`config.mk`:
```
export PLATFORM = sky130hd
export DESIGN_NAME = mem_unit_flat
export DESIGN_NICKNAME = d
export VERILOG_FILES = /design/src/rtl/mem_unit_if.sv /design/src/rtl/mem_unit.sv /design/src/flat_wrapper.sv
export SDC_FILE = /design/constraint.sdc
export NUM_CORES = 1
export LEC_CHECK = 0
export BUFFER_PORTS_ARGS = -buffer_cell sky130_fd_sc_hd__buf_2
export CAP_MARGIN = 20
export CORE_ASPECT_RATIO = 1.5
export CORE_UTILIZATION = 35
export DETAILED_ROUTE_END_ITERATION = 12
export HOLD_SLACK_MARGIN = 0.03
export PLACE_DENSITY = 0.58
export SKIP_LAST_GASP = 1
export SYNTH_ARGS = -nofsm -noshare
export SYNTH_HDL_FRONTEND = slang
export SYNTH_SLANG_ARGS = --single-unit
```
`constraint.sdc`:
```
create_clock -name clk -period 6.8 [get_ports clk]
set_clock_uncertainty 0.15 [all_clocks]
set_input_delay 0 -clock clk [delete_from_list [all_inputs] [get_ports clk]]
set_output_delay 0 -clock clk [all_outputs]
set_load 0.05 [all_outputs]
```
`src/rtl/mem_unit_if.sv`:
```
// Data-memory request/acknowledge bus between the MEM pipeline stage and data memory.
// The master issues one request at a time and holds it until ack or abort.
interface mem_unit_if #(
    parameter int ADDR_W = 16
);
    logic              mem_req;
    logic              mem_we;
    logic [ADDR_W-1:0] mem_addr;
    logic [31:0]       mem_wdata;
    logic [31:0]       mem_rdata;
    logic              mem_ack;

    modport master (
        output mem_req, mem_we, mem_addr, mem_wdata,
        input  mem_rdata, mem_ack
    );

    modport slave (
        input  mem_req, mem_we, mem_addr, mem_wdata,
        output mem_rdata, mem_ack
    );
endinterface

```
`src/rtl/mem_unit.sv`:
```
// Tronsistor MEM stage: EX/MEM and MEM/WB registers plus a req/ack data-memory FSM
// that stalls upstream while an access is outstanding and aborts after TIMEOUT cycles.
module mem_unit #(
    parameter int ADDR_W  = 16,
    parameter int TIMEOUT = 16
) (
    input  logic        clk,
    input  logic        rst,
    input  logic        valid_in,
    input  logic        RegWrite_in,
    input  logic        MemWrite_in,
    input  logic        MemRead_in,
    input  logic        MemToReg_in,
    input  logic        MemSrc_in,
    input  logic [4:0]  DestReg_in,
    input  logic [31:0] EX_out,
    input  logic [31:0] MemWrite_data,
    output logic        stall,
    mem_unit_if.master  mem,
    output logic        mem_err,
    output logic        fwd_RegWrite,
    output logic [4:0]  fwd_DestReg,
    output logic [31:0] fwd_data,
    output logic        WB_valid,
    output logic        WB_RegWrite,
    output logic [4:0]  WB_DestReg,
    output logic [31:0] WB_data
);
    localparam int CNT_W = (TIMEOUT > 2) ? $clog2(TIMEOUT) : 1;
    localparam logic [CNT_W-1:0] CNT_LAST = CNT_W'(TIMEOUT - 1);

    typedef enum logic {IDLE, ACCESS} state_t;

    state_t            state_q, state_d;
    logic [CNT_W-1:0]  cnt_q, cnt_d;

    logic              exm_valid_q, exm_valid_d;
    logic              exm_regwrite_q, exm_regwrite_d;
    logic              exm_memtoreg_q, exm_memtoreg_d;
    logic              exm_mem_q, exm_mem_d;
    logic [4:0]        exm_dest_q, exm_dest_d;
    logic [31:0]       exm_data_q, exm_data_d;

    logic              req_q, req_d;
    logic              we_q, we_d;
    logic [ADDR_W-1:0] addr_q, addr_d;
    logic [31:0]       wdata_q, wdata_d;
    logic              err_q, err_d;
    logic              stall_q, stall_d;

    logic              wb_valid_q, wb_valid_d;
    logic              wb_regwrite_q, wb_regwrite_d;
    logic [4:0]        wb_dest_q, wb_dest_d;
    logic [31:0]       wb_data_q, wb_data_d;

    logic              is_mem;
    logic [ADDR_W-1:0] sel_addr;
    logic [31:0]       sel_wdata;

    // MemSrc swaps the operands so stack pushes address through the store-data path.
    assign sel_addr  = MemSrc_in ? MemWrite_data[ADDR_W-1:0] : EX_out[ADDR_W-1:0];
    assign sel_wdata = MemSrc_in ? EX_out : MemWrite_data;
    assign is_mem    = valid_in & (MemRead_in | MemWrite_in);

    always_comb begin
        state_d        = state_q;
        cnt_d          = cnt_q;
        exm_valid_d    = exm_valid_q;
        exm_regwrite_d = exm_regwrite_q;
        exm_memtoreg_d = exm_memtoreg_q;
        exm_mem_d      = exm_mem_q;
        exm_dest_d     = exm_dest_q;
        exm_data_d     = exm_data_q;
        req_d          = req_q;
        we_d           = we_q;
        addr_d         = addr_q;
        wdata_d        = wdata_q;
        err_d          = err_q;
        wb_valid_d     = 1'b0;
        wb_regwrite_d  = wb_regwrite_q;
        wb_dest_d      = wb_dest_q;
        wb_data_d      = wb_data_q;

        case (state_q)
            IDLE: begin
                exm_valid_d    = valid_in;
                exm_regwrite_d = RegWrite_in;
                exm_memtoreg_d = MemToReg_in;
                exm_mem_d      = is_mem;
                exm_dest_d     = DestReg_in;
                exm_data_d     = EX_out;
                // A valid mem op never reaches here: it always leaves via ACCESS.
                if (exm_valid_q && !exm_mem_q) begin
                    wb_valid_d    = 1'b1;
                    wb_regwrite_d = exm_regwrite_q;
                    wb_dest_d     = exm_dest_q;
                    wb_data_d     = exm_data_q;
                end
                if (is_mem) begin
                    state_d = ACCESS;
                    req_d   = 1'b1;
                    we_d    = MemWrite_in;
                    addr_d  = sel_addr;
                    wdata_d = sel_wdata;
                    cnt_d   = '0;
                end
            end
            ACCESS: begin
                if (mem.mem_ack) begin
                    wb_valid_d    = 1'b1;
                    wb_regwrite_d = exm_regwrite_q;
                    wb_dest_d     = exm_dest_q;
                    wb_data_d     = exm_memtoreg_q ? mem.mem_rdata : exm_data_q;
                    exm_valid_d   = 1'b0;
                    req_d         = 1'b0;
                    state_d       = IDLE;
                end else if (cnt_q == CNT_LAST) begin
                    err_d       = 1'b1;
                    req_d       = 1'b0;
                    exm_valid_d = 1'b0;
                    state_d     = IDLE;
                end else begin
                    cnt_d = cnt_q + 1'b1;
                end
            end
            default: state_d = IDLE;
        endcase

        stall_d = (state_d == ACCESS);
    end

    always_ff @(posedge clk or posedge rst) begin
        if (rst) begin
            state_q        <= IDLE;
            cnt_q          <= '0;
            exm_valid_q    <= 1'b0;
            exm_regwrite_q <= 1'b0;
            exm_memtoreg_q <= 1'b0;
            exm_mem_q      <= 1'b0;
            exm_dest_q     <= '0;
            exm_data_q     <= '0;
            req_q          <= 1'b0;
            we_q           <= 1'b0;
            addr_q         <= '0;
            wdata_q        <= '0;
            err_q          <= 1'b0;
            stall_q        <= 1'b0;
            wb_valid_q     <= 1'b0;
            wb_regwrite_q  <= 1'b0;
            wb_dest_q      <= '0;
            wb_data_q      <= '0;
        end else begin
            state_q        <= state_d;
            cnt_q          <= cnt_d;
            exm_valid_q    <= exm_valid_d;
            exm_regwrite_q <= exm_regwrite_d;
            exm_memtoreg_q <= exm_memtoreg_d;
            exm_mem_q      <= exm_mem_d;
            exm_dest_q     <= exm_dest_d;
            exm_data_q     <= exm_data_d;
            req_q          <= req_d;
            we_q           <= we_d;
            addr_q         <= addr_d;
            wdata_q        <= wdata_d;
            err_q          <= err_d;
            stall_q        <= stall_d;
            wb_valid_q     <= wb_valid_d;
            wb_regwrite_q  <= wb_regwrite_d;
            wb_dest_q      <= wb_dest_d;
            wb_data_q      <= wb_data_d;
        end
    end

    assign stall         = stall_q;
    assign mem.mem_req   = req_q;
    assign mem.mem_we    = we_q;
    assign mem.mem_addr  = addr_q;
    assign mem.mem_wdata = wdata_q;
    assign mem_err       = err_q;
    assign fwd_RegWrite  = exm_valid_q & exm_regwrite_q;
    assign fwd_DestReg   = exm_dest_q;
    assign fwd_data      = exm_data_q;
    assign WB_valid      = wb_valid_q;
    assign WB_RegWrite   = wb_regwrite_q;
    assign WB_DestReg    = wb_dest_q;
    assign WB_data       = wb_data_q;
endmodule

```
`src/flat_wrapper.sv`:
```
// flat-port wrapper written by rule: the top's interface ports become plain ports
module mem_unit_flat 
#(
    parameter int ADDR_W  = 16,
    parameter int TIMEOUT = 16
)
  (clk, rst, valid_in, RegWrite_in, MemWrite_in, MemRead_in, MemToReg_in, MemSrc_in, DestReg_in, EX_out, MemWrite_data, stall, mem_err, fwd_RegWrite, fwd_DestReg, fwd_data, WB_valid, WB_RegWrite, WB_DestReg, WB_data, mem_mem_req, mem_mem_we, mem_mem_addr, mem_mem_wdata, mem_mem_rdata, mem_mem_ack);
  mem_unit_if #(.ADDR_W(ADDR_W)) mem_i ();
  input  logic clk;
  input  logic rst;
  input  logic valid_in;
  input  logic RegWrite_in;
  input  logic MemWrite_in;
  input  logic MemRead_in;
  input  logic MemToReg_in;
  input  logic MemSrc_in;
  input  logic [4:0] DestReg_in;
  input  logic [31:0] EX_out;
  input  logic [31:0] MemWrite_data;
  output logic stall;
  output logic mem_err;
  output logic fwd_RegWrite;
  output logic [4:0] fwd_DestReg;
  output logic [31:0] fwd_data;
  output logic WB_valid;
  output logic WB_RegWrite;
  output logic [4:0] WB_DestReg;
  output logic [31:0] WB_data;
  output wire logic [$bits(mem_i.mem_req)-1:0] mem_mem_req;
  output wire logic [$bits(mem_i.mem_we)-1:0] mem_mem_we;
  output wire logic [$bits(mem_i.mem_addr)-1:0] mem_mem_addr;
  output wire logic [$bits(mem_i.mem_wdata)-1:0] mem_mem_wdata;
  input wire logic [$bits(mem_i.mem_rdata)-1:0] mem_mem_rdata;
  input wire logic [$bits(mem_i.mem_ack)-1:0] mem_mem_ack;
  assign mem_mem_req = mem_i.mem_req;
  assign mem_mem_we = mem_i.mem_we;
  assign mem_mem_addr = mem_i.mem_addr;
  assign mem_mem_wdata = mem_i.mem_wdata;
  assign mem_i.mem_rdata = mem_mem_rdata;
  assign mem_i.mem_ack = mem_mem_ack;
  mem_unit #(.ADDR_W(ADDR_W), .TIMEOUT(TIMEOUT)) u_core (.clk(clk), .rst(rst), .valid_in(valid_in), .RegWrite_in(RegWrite_in), .MemWrite_in(MemWrite_in), .MemRead_in(MemRead_in), .MemToReg_in(MemToReg_in), .MemSrc_in(MemSrc_in), .DestReg_in(DestReg_in), .EX_out(EX_out), .MemWrite_data(MemWrite_data), .stall(stall), .mem(mem_i), .mem_err(mem_err), .fwd_RegWrite(fwd_RegWrite), .fwd_DestReg(fwd_DestReg), .fwd_data(fwd_data), .WB_valid(WB_valid), .WB_RegWrite(WB_RegWrite), .WB_DestReg(WB_DestReg), .WB_data(WB_data));
endmodule
```
==> impl_metrics.yaml, run 1 <==
detailed_routing:
  drt_wl_total_um: 18000
  drt-wirelength-per-cell_um: 17.37
  vias_per_cell: 4.988
  first_iter_violations: 199
  antenna_left: 0
  drc: 0
  dr.pass1.iters: 4
  vias: 5168
setup_path:
  critPathLaunchType: "flip-flop"
  crit_buf_inv: 2
  critPathRequiredTime_ns: 7.00
  critical_path.max_stage_delay_ns: 0.84
  cp_slowest_cell: "nand2b_2"
  cp.arrival_ns: 3.41
  cp_max_fo: 50
  endpoint_kind: "flip-flop"
  path_delay_family: "buffers and inverters"
  path_cells: "buf_4 -> nand2b_2 -> o21ai_0 -> o21ai_1 -> dlygate4sd3_1"
  crit_type: "flip-flop to flip-flop"
clock_tree:
  cts_sinks: 136
  cts_buffer_depth: 2
  cts_root_buffer: "clkbuf_16"
  numCtsBuffers: 17
  cts_tree: "built"
  clkTransAtPathRegs_ns: 0.06
  htree_levels: 4
  clk_latency_ns: 0.42
  post_cts_buffers: 0
die:
  start_util: 0.3581
  io_pins: 239
  fp-row-count: 58
  die_w_um: 108.9
  die_y_um: 162.4
  core_mm2: 0.01676
  die_area_mm2: 0.01769
timing:
  whs_ns: 0.07714
  slew_headroom: 0.3570
  setup-tns-final_ns: 0
  min_period_ns: 3.211
  fin_ws_ns: 3.589
  slew_viol_final: 0
  rsz0062_at_grt: "false"
  hold_viol: 0
  setup_viol: 0
  fmaxAchievable_mhz: 311.4
  worstMarginPinSlew_ns: 0.9646
  finalCritPeriodShare: 0.4723
place:
  dpl.hpwl_um: 11330
  gp_congestion: 0.7484
  dp_slack_ns: 3.925
  dp_cells: 881
  port_buffers: 238
global_routing:
  grt_overflow: 0
  grt_max_degree: 74
  grt_pass1_wl_um: 28030
  antenna_found_initial: 0
  grt.total_usage: 0.2099
  grt_pass1_vias: 5596
power:
  leakage_nw: 4.421
  cellPowerDensity_mw_per_mm2: 406.3
  max-vdd-ir-drop_v: 0.0002603
final_layout:
  antennaDiodeCount: 0
  stdcell_count: 1036
  drive_gt1_frac: 0.4697
  area_delta_synth_final_pct: 54.06
  nets: 924
synthesis:
  netlist_instances: 461
  synth.avg_cell_area_um2: 13.02
  ys_seq_area_frac: 0.5669
  ys_ff_latch: 136
  synth_area_leaders: "dfrtp_1 57%, mux2_2 20%, mux2i_1 8.2%, o21ai_0 7.9%, clkbuf_1 1.1%"
  synth.distinct_cells: 27
  synth_area_leader_cell: "dfrtp_1"
  yosys_warnings: 0
  syn-cell-area_mm2: 0.006003
  yosysTopAreaCellShare: 0.5669
  synth_nets: 572
run_status:
  status: "complete, no violations"
flow_run:
  drv_cap: 0
worst_hold_path:
  hp-class: "input port to asynchronous set/reset pin"
## cells in the mapped netlist
cell type,instances
inv_1,4
a32o_1,2
a22o_1,1
nand2b_1,2
nor2_1,4
and2_1,1
nor2b_1,2
o22ai_1,1
clkbuf_1,17
nand2_4,1
ha_1,1
a21oi_1,2
o21ai_0,95
nor3b_1,1
nand3_1,3
and3_1,1
buf_2,10
buf_6,4
o21a_1,1
mux2_1,4
a21o_1,2
nand2_1,4
mux2_2,106
buf_4,2
o21ai_1,5
mux2i_1,49
dfrtp_1,136
## registers in the layout, indices dropped and copies added, names as in the netlist
name / cells
u_core.fwd_DestReg: 5
u_core.mem.mem_addr: 16
u_core.fwd_data: 32
u_core.exm_valid_q: 1
u_core.mem.mem_wdata: 32
u_core.state_q: 1
u_core.cnt_q: 4
u_core.mem.mem_req: 1
u_core.mem.mem_we: 1
u_core.WB_DestReg: 5
u_core.exm_mem_q: 1
u_core.exm_regwrite_q: 1
u_core.WB_RegWrite: 1
u_core.WB_valid: 1
u_core.WB_data: 32
u_core.exm_memtoreg_q: 1
u_core.mem_err: 1
## cells in the final DEF (no fill, tap or decap), drive strengths merged, types with 3 or more instances in the layout
cell and instances:
inv 4, bufinv 4, dlygate4sd3 122, o21ai 100, nor2 4, clkinvlp 3
dfrtp 136, nand3 3, mux2i 49, nand2 5, clkbuf 21, clkinv 4
mux2 110, buf 244
## cell families after synthesis
| group | synth area share |
|---|---|
| muxes | 0.2880 |
| DFF | 0.5669 |
| AOI/OAI and AO/OA | 0.09462 |
| buffers and inverters | 0.03147 |
| and+or+nand+nor | 0.01688 |
| adders and majority gates | 0.002084 |
## timing repair
| action | in CTS | in global routing |
|---|---|---|
| resized for setup | 0 | 0 |
| hold buffers | 122 | 0 |
| hold endpoints to repair | 200 | 0 |
## final timing paths
| path | from | to | slack [ns] | cells after the start |
|---|---|---|---|---|
| hold / removal | rst | u_core.WB_data[18] | 0.08 | 3 |
| setup reg to reg | u_core.state_q | u_core.mem.mem_addr[0] | 3.59 | 5 |
| setup / recovery | u_core.state_q | u_core.mem.mem_addr[0] | 3.59 | 5 |
| hold reg to reg | u_core.mem_err | u_core.mem_err | 0.33 | 1 |
| max in group asynchronous | rst | u_core.state_q | 5.06 | 4 |
| min in group clk | DestReg_in[1] | u_core.fwd_DestReg[1] | 0.20 | 3 |
## metal layers
metal,global-route usage,share of wire,vias up,routed length [µm]
li1,-,-,2366,-
met1,0.2197,0.37,2560,6661
met2,0.3779,0.54,199,9706
met3,0.05522,0.057,43,1024
met4,0.1063,0.033,0,602
met5,0,0,-,0
## final cells by class
class | count | area, µm²
clock buffer | 21 | 470.5
multi-input combinational | 288 | 2444
timing repair buffer | 366 | 2477
fill | 1433 | 7515
clock inverter | 11 | 170.2
tap | 210 | 262.8
inverter | 4 | 20.02
sequential | 136 | 3405
## worst min-delay path, cell delays in order
cell	delay, ns
dlygate4sd3_1	0.53
buf_2	0.14
inv_6	0.44
## stage by stage
stage	utilization	total power, mW	area, µm²
2_1_floorplan	-	2.303	6003
3_3_place_gp	0.4390	2.659	7360
3_5_place_dp	0.4390	2.689	7360
4_1_cts	0.5501	3.777	9221
5_1_grt	0.5517	3.921	9249
6_report	0.5517	3.758	9249
## where the power goes
part           total, mW  leakage (nW)  switching, mW  internal (mW)
logic               1.58          2.48           1.11          0.471
clock network      0.994         0.305          0.351          0.643
registers           1.18          1.63          0.142           1.04
total               3.76          4.42           1.60           2.15
(Power assumes the default switching activity.)
==> run 2, diff against run 1 <==
--- a/config.mk
+++ b/config.mk
@@ -5,13 +5,14 @@
 export SDC_FILE = /design/constraint.sdc
 export NUM_CORES = 1
 export LEC_CHECK = 0
+export ABC_AREA = 1
 export BUFFER_PORTS_ARGS = -buffer_cell sky130_fd_sc_hd__buf_2
 export CAP_MARGIN = 20
 export CORE_ASPECT_RATIO = 1.5
 export CORE_UTILIZATION = 35
 export DETAILED_ROUTE_END_ITERATION = 12
 export HOLD_SLACK_MARGIN = 0.03
-export PLACE_DENSITY = 0.58
+export PLACE_DENSITY = 0.57
 export SKIP_LAST_GASP = 1
 export SYNTH_ARGS = -nofsm -noshare
 export SYNTH_HDL_FRONTEND = slang
==> constraint.sdc (replaced) <==
create_clock -name clk -period 3.2 [get_ports clk]
set_clock_uncertainty 0.15 [all_clocks]
set_input_delay 0 -clock clk [delete_from_list [all_inputs] [get_ports clk]]
set_output_delay 0 -clock clk [all_outputs]
set_load 0.05 [all_outputs]
==> run 2 against run 1 <==
Effect of this change: synthesized cell count is 71% higher; clock power grew 86%; global-route usage grew 1.3 points; cell count is 31% higher; hold slack improved by 0.028 ns; non-clock buffer count increased by 7; critical path depth increased by 1; first-iteration DRC count grew 130%; power grew 98%; fmax is 33% higher; via count increased by 24%.
==> impl_metrics.yaml, run 2 <==
detailed_routing:
  drc: 0
  vias_per_cell: 4.732
  drt_wl_total_um: 20290
  drt-wirelength-per-cell_um: 14.99
  dr.pass1.iters: 5
  first_iter_violations: 448
  vias: 6403
  antenna_left: 0
setup_path:
  critical_path.max_stage_delay_ns: 0.65
  cp.arrival_ns: 2.62
  path_delay_family: "buffers and inverters"
  crit_type: "flip-flop to flip-flop"
  cp_slowest_cell: "dfrtp_4"
  path_cells: "nor2_4 -> nand2_2 -> inv_2 -> o211ai_1 -> dlygate4sd3_1 -> nand2_1"
  critPathRequiredTime_ns: 3.41
  crit_buf_inv: 2
  critPathLaunchType: "flip-flop"
  endpoint_kind: "flip-flop"
  cp_max_fo: 42
synthesis:
  yosysTopAreaCellShare: 0.5476
  synth_edf_count: 0
  yosys_warnings: 0
  synth.avg_cell_area_um2: 7.887
  synth_area_leader_cell: "dfrtp_1"
  synth_area_leaders: "dfrtp_1 55%, nand2_1 23%, nand3_1 6.1%, o21ai_0 4.9%, inv_1 2.6%"
  yosys-top-cells-count: "382 x nand2_1, 136 x dfrtp_1, 76 x nand3_1, 61 x o21ai_0, 43 x inv_1"
  ys_seq_area_frac: 0.5476
  syn-cell-area_mm2: 0.006215
  netlist_instances: 788
  synthFlopType: "dfrtp_1"
  synth.most_common_cell: "nand2_1"
  synth.distinct_cells: 22
  ys_ff_latch: 136
  synth_nets: 899
  async_flop_share: 1.000
worst_hold_path:
  hp-class: "input port to flip-flop"
final_layout:
  area_delta_synth_final_pct: 49.51
  final_common_cell: "nand2_1"
  drive_gt1_frac: 0.2526
  nets: 1239
  stdcell_count: 1353
  final_cell_mix: "382 x nand2_1, 238 x buf_2, 135 x dfrtp_1, 124 x dlygate4sd3_1, 76 x nand3_1"
  antennaDiodeCount: 0
flow_run:
  drv_cap: 0
clock_tree:
  clkTransAtPathRegs_ns: 0.06
  clk_latency_ns: 0.41
  cts_sinks: 136
  htree_levels: 4
  cts_tree: "built"
  post_cts_buffers: 0
  cts_root_buffer: "clkbuf_16"
  numCtsBuffers: 17
  cts_buffer_depth: 2
place:
  dp_cells: 1198
  port_buffers: 238
  dpl.hpwl_um: 13270
  gp_congestion: 0.8224
global_routing:
  grt_max_degree: 137
  antenna_found_initial: 0
  grt_pass1_wl_um: 32170
  grt.total_usage: 0.2224
  grt_overflow: 0
  grt_pass1_vias: 6298
power:
  leakage_nw: 5.122
  cellPowerDensity_mw_per_mm2: 800.9
  max-vdd-ir-drop_v: 0.0004833
die:
  die_area_mm2: 0.01830
  fp-row-count: 59
  core_mm2: 0.01735
  start_util: 0.3582
  die_w_um: 110.8
  die_y_um: 165.2
  io_pins: 239
timing:
  min_period_ns: 2.414
  finalCritPeriodShare: 0.7542
  hold_viol: 0
  setup-tns-final_ns: 0
  worstMarginPinSlew_ns: 0.8191
  rsz0062_at_grt: "false"
  slew_headroom: 0.4540
  fmaxAchievable_mhz: 414.3
  setup_viol: 0
  slew_viol_final: 0
run_status:
  status: "complete, no violations"
==> run 2: what timing repair did <==
action | in CTS | in global routing
hold endpoints to repair | 265 | 0
hold buffers | 124 | 0
setup endpoints to repair | 0 | 0
resized for setup | 0 | 0
==> run 2: area by class of cell <==
type                    count  area [µm²]
clock buffers              17       425.4
clock inverters            14       127.6
fillers                  1638        8056
inverters                  45       172.7
multi-input cells         555        2365
flip-flops and latches    136        3407
well taps                 213       266.5
repair buffers            373        2527
==> run 2: cell families (layout without fill, tap and decap cells) <==
| kind of cell | count (synthesis) | in the layout | synth area share |
|---|---|---|---|
| AO/OA/AOI/OAI | 87 | 87 | 0.07691 |
| buffers and inverters | 97 | 449 | 0.07187 |
| adder cells (fa/ha/maj) | 1 | 1 | 0.002013 |
| XOR/XNOR | 1 | 1 | 0.001410 |
| flip-flops | 136 | 136 | 0.5476 |
| AND/OR/NAND/NOR | 466 | 466 | 0.3002 |
==> run 2: report_power, final <==
| part | internal, mW | switching [mW] | total [mW] |
|---|---|---|---|
| registers | 2.17 | 0.315 | 2.49 |
| clock network | 1.07 | 0.783 | 1.85 |
| logic | 0.749 | 2.35 | 3.10 |
| total | 3.99 | 3.45 | 7.44 |
==> run 2: worst paths after layout <==
kind,cells after the start,end,slack [ns],start
worst max-delay path,6,u_core.mem.mem_wdata[19],0.79,u_core.state_q
worst min-delay path,5,u_core.mem.mem_addr[11],0.11,MemSrc_in
worst max register to register,6,u_core.mem.mem_wdata[19],0.79,u_core.state_q
worst min register to register,2,u_core.mem_err,0.31,u_core.mem_err
max in group asynchronous,4,u_core.state_q,2.06,rst
min in group asynchronous,4,u_core.WB_data[7],0.13,rst
==> run 2: tightest hold or removal path: stages <==
cell and delay [ns]:
buf_2 0.32, nand2_1 0.13, o21ai_0 0.07, nand2_1 0.06, nand2_1 0.04
==> run 2: per-layer routing <==
layer | vias to the layer above | GRT usage | routed length [µm] | part of all wire
met5 | - | 0 | 0 | 0
met4 | 0 | 0.1127 | 769 | 0.038
met3 | 52 | 0.04343 | 950 | 0.047
met2 | 224 | 0.3594 | 9805 | 0.48
met1 | 2959 | 0.2849 | 8761 | 0.43
li1 | 3168 | - | - | -
==> run 2: per-stage QoR <==
stage	utilization	instance area, µm²	total power, mW	worst slack [ns]	hold slack, ns
5_1_grt	0.5356	9291	7.837	0.5801	0.1619
4_1_cts	0.5356	9291	7.505	0.7704	0.08613
3_3_place_gp	0.4322	7497	5.478	0.8561	0.05415
6_report	0.5356	9291	7.441	0.7864	0.1052
2_1_floorplan	-	6218	4.716	1.357	-0.05367
3_5_place_dp	0.4322	7497	5.497	0.7909	0.05121
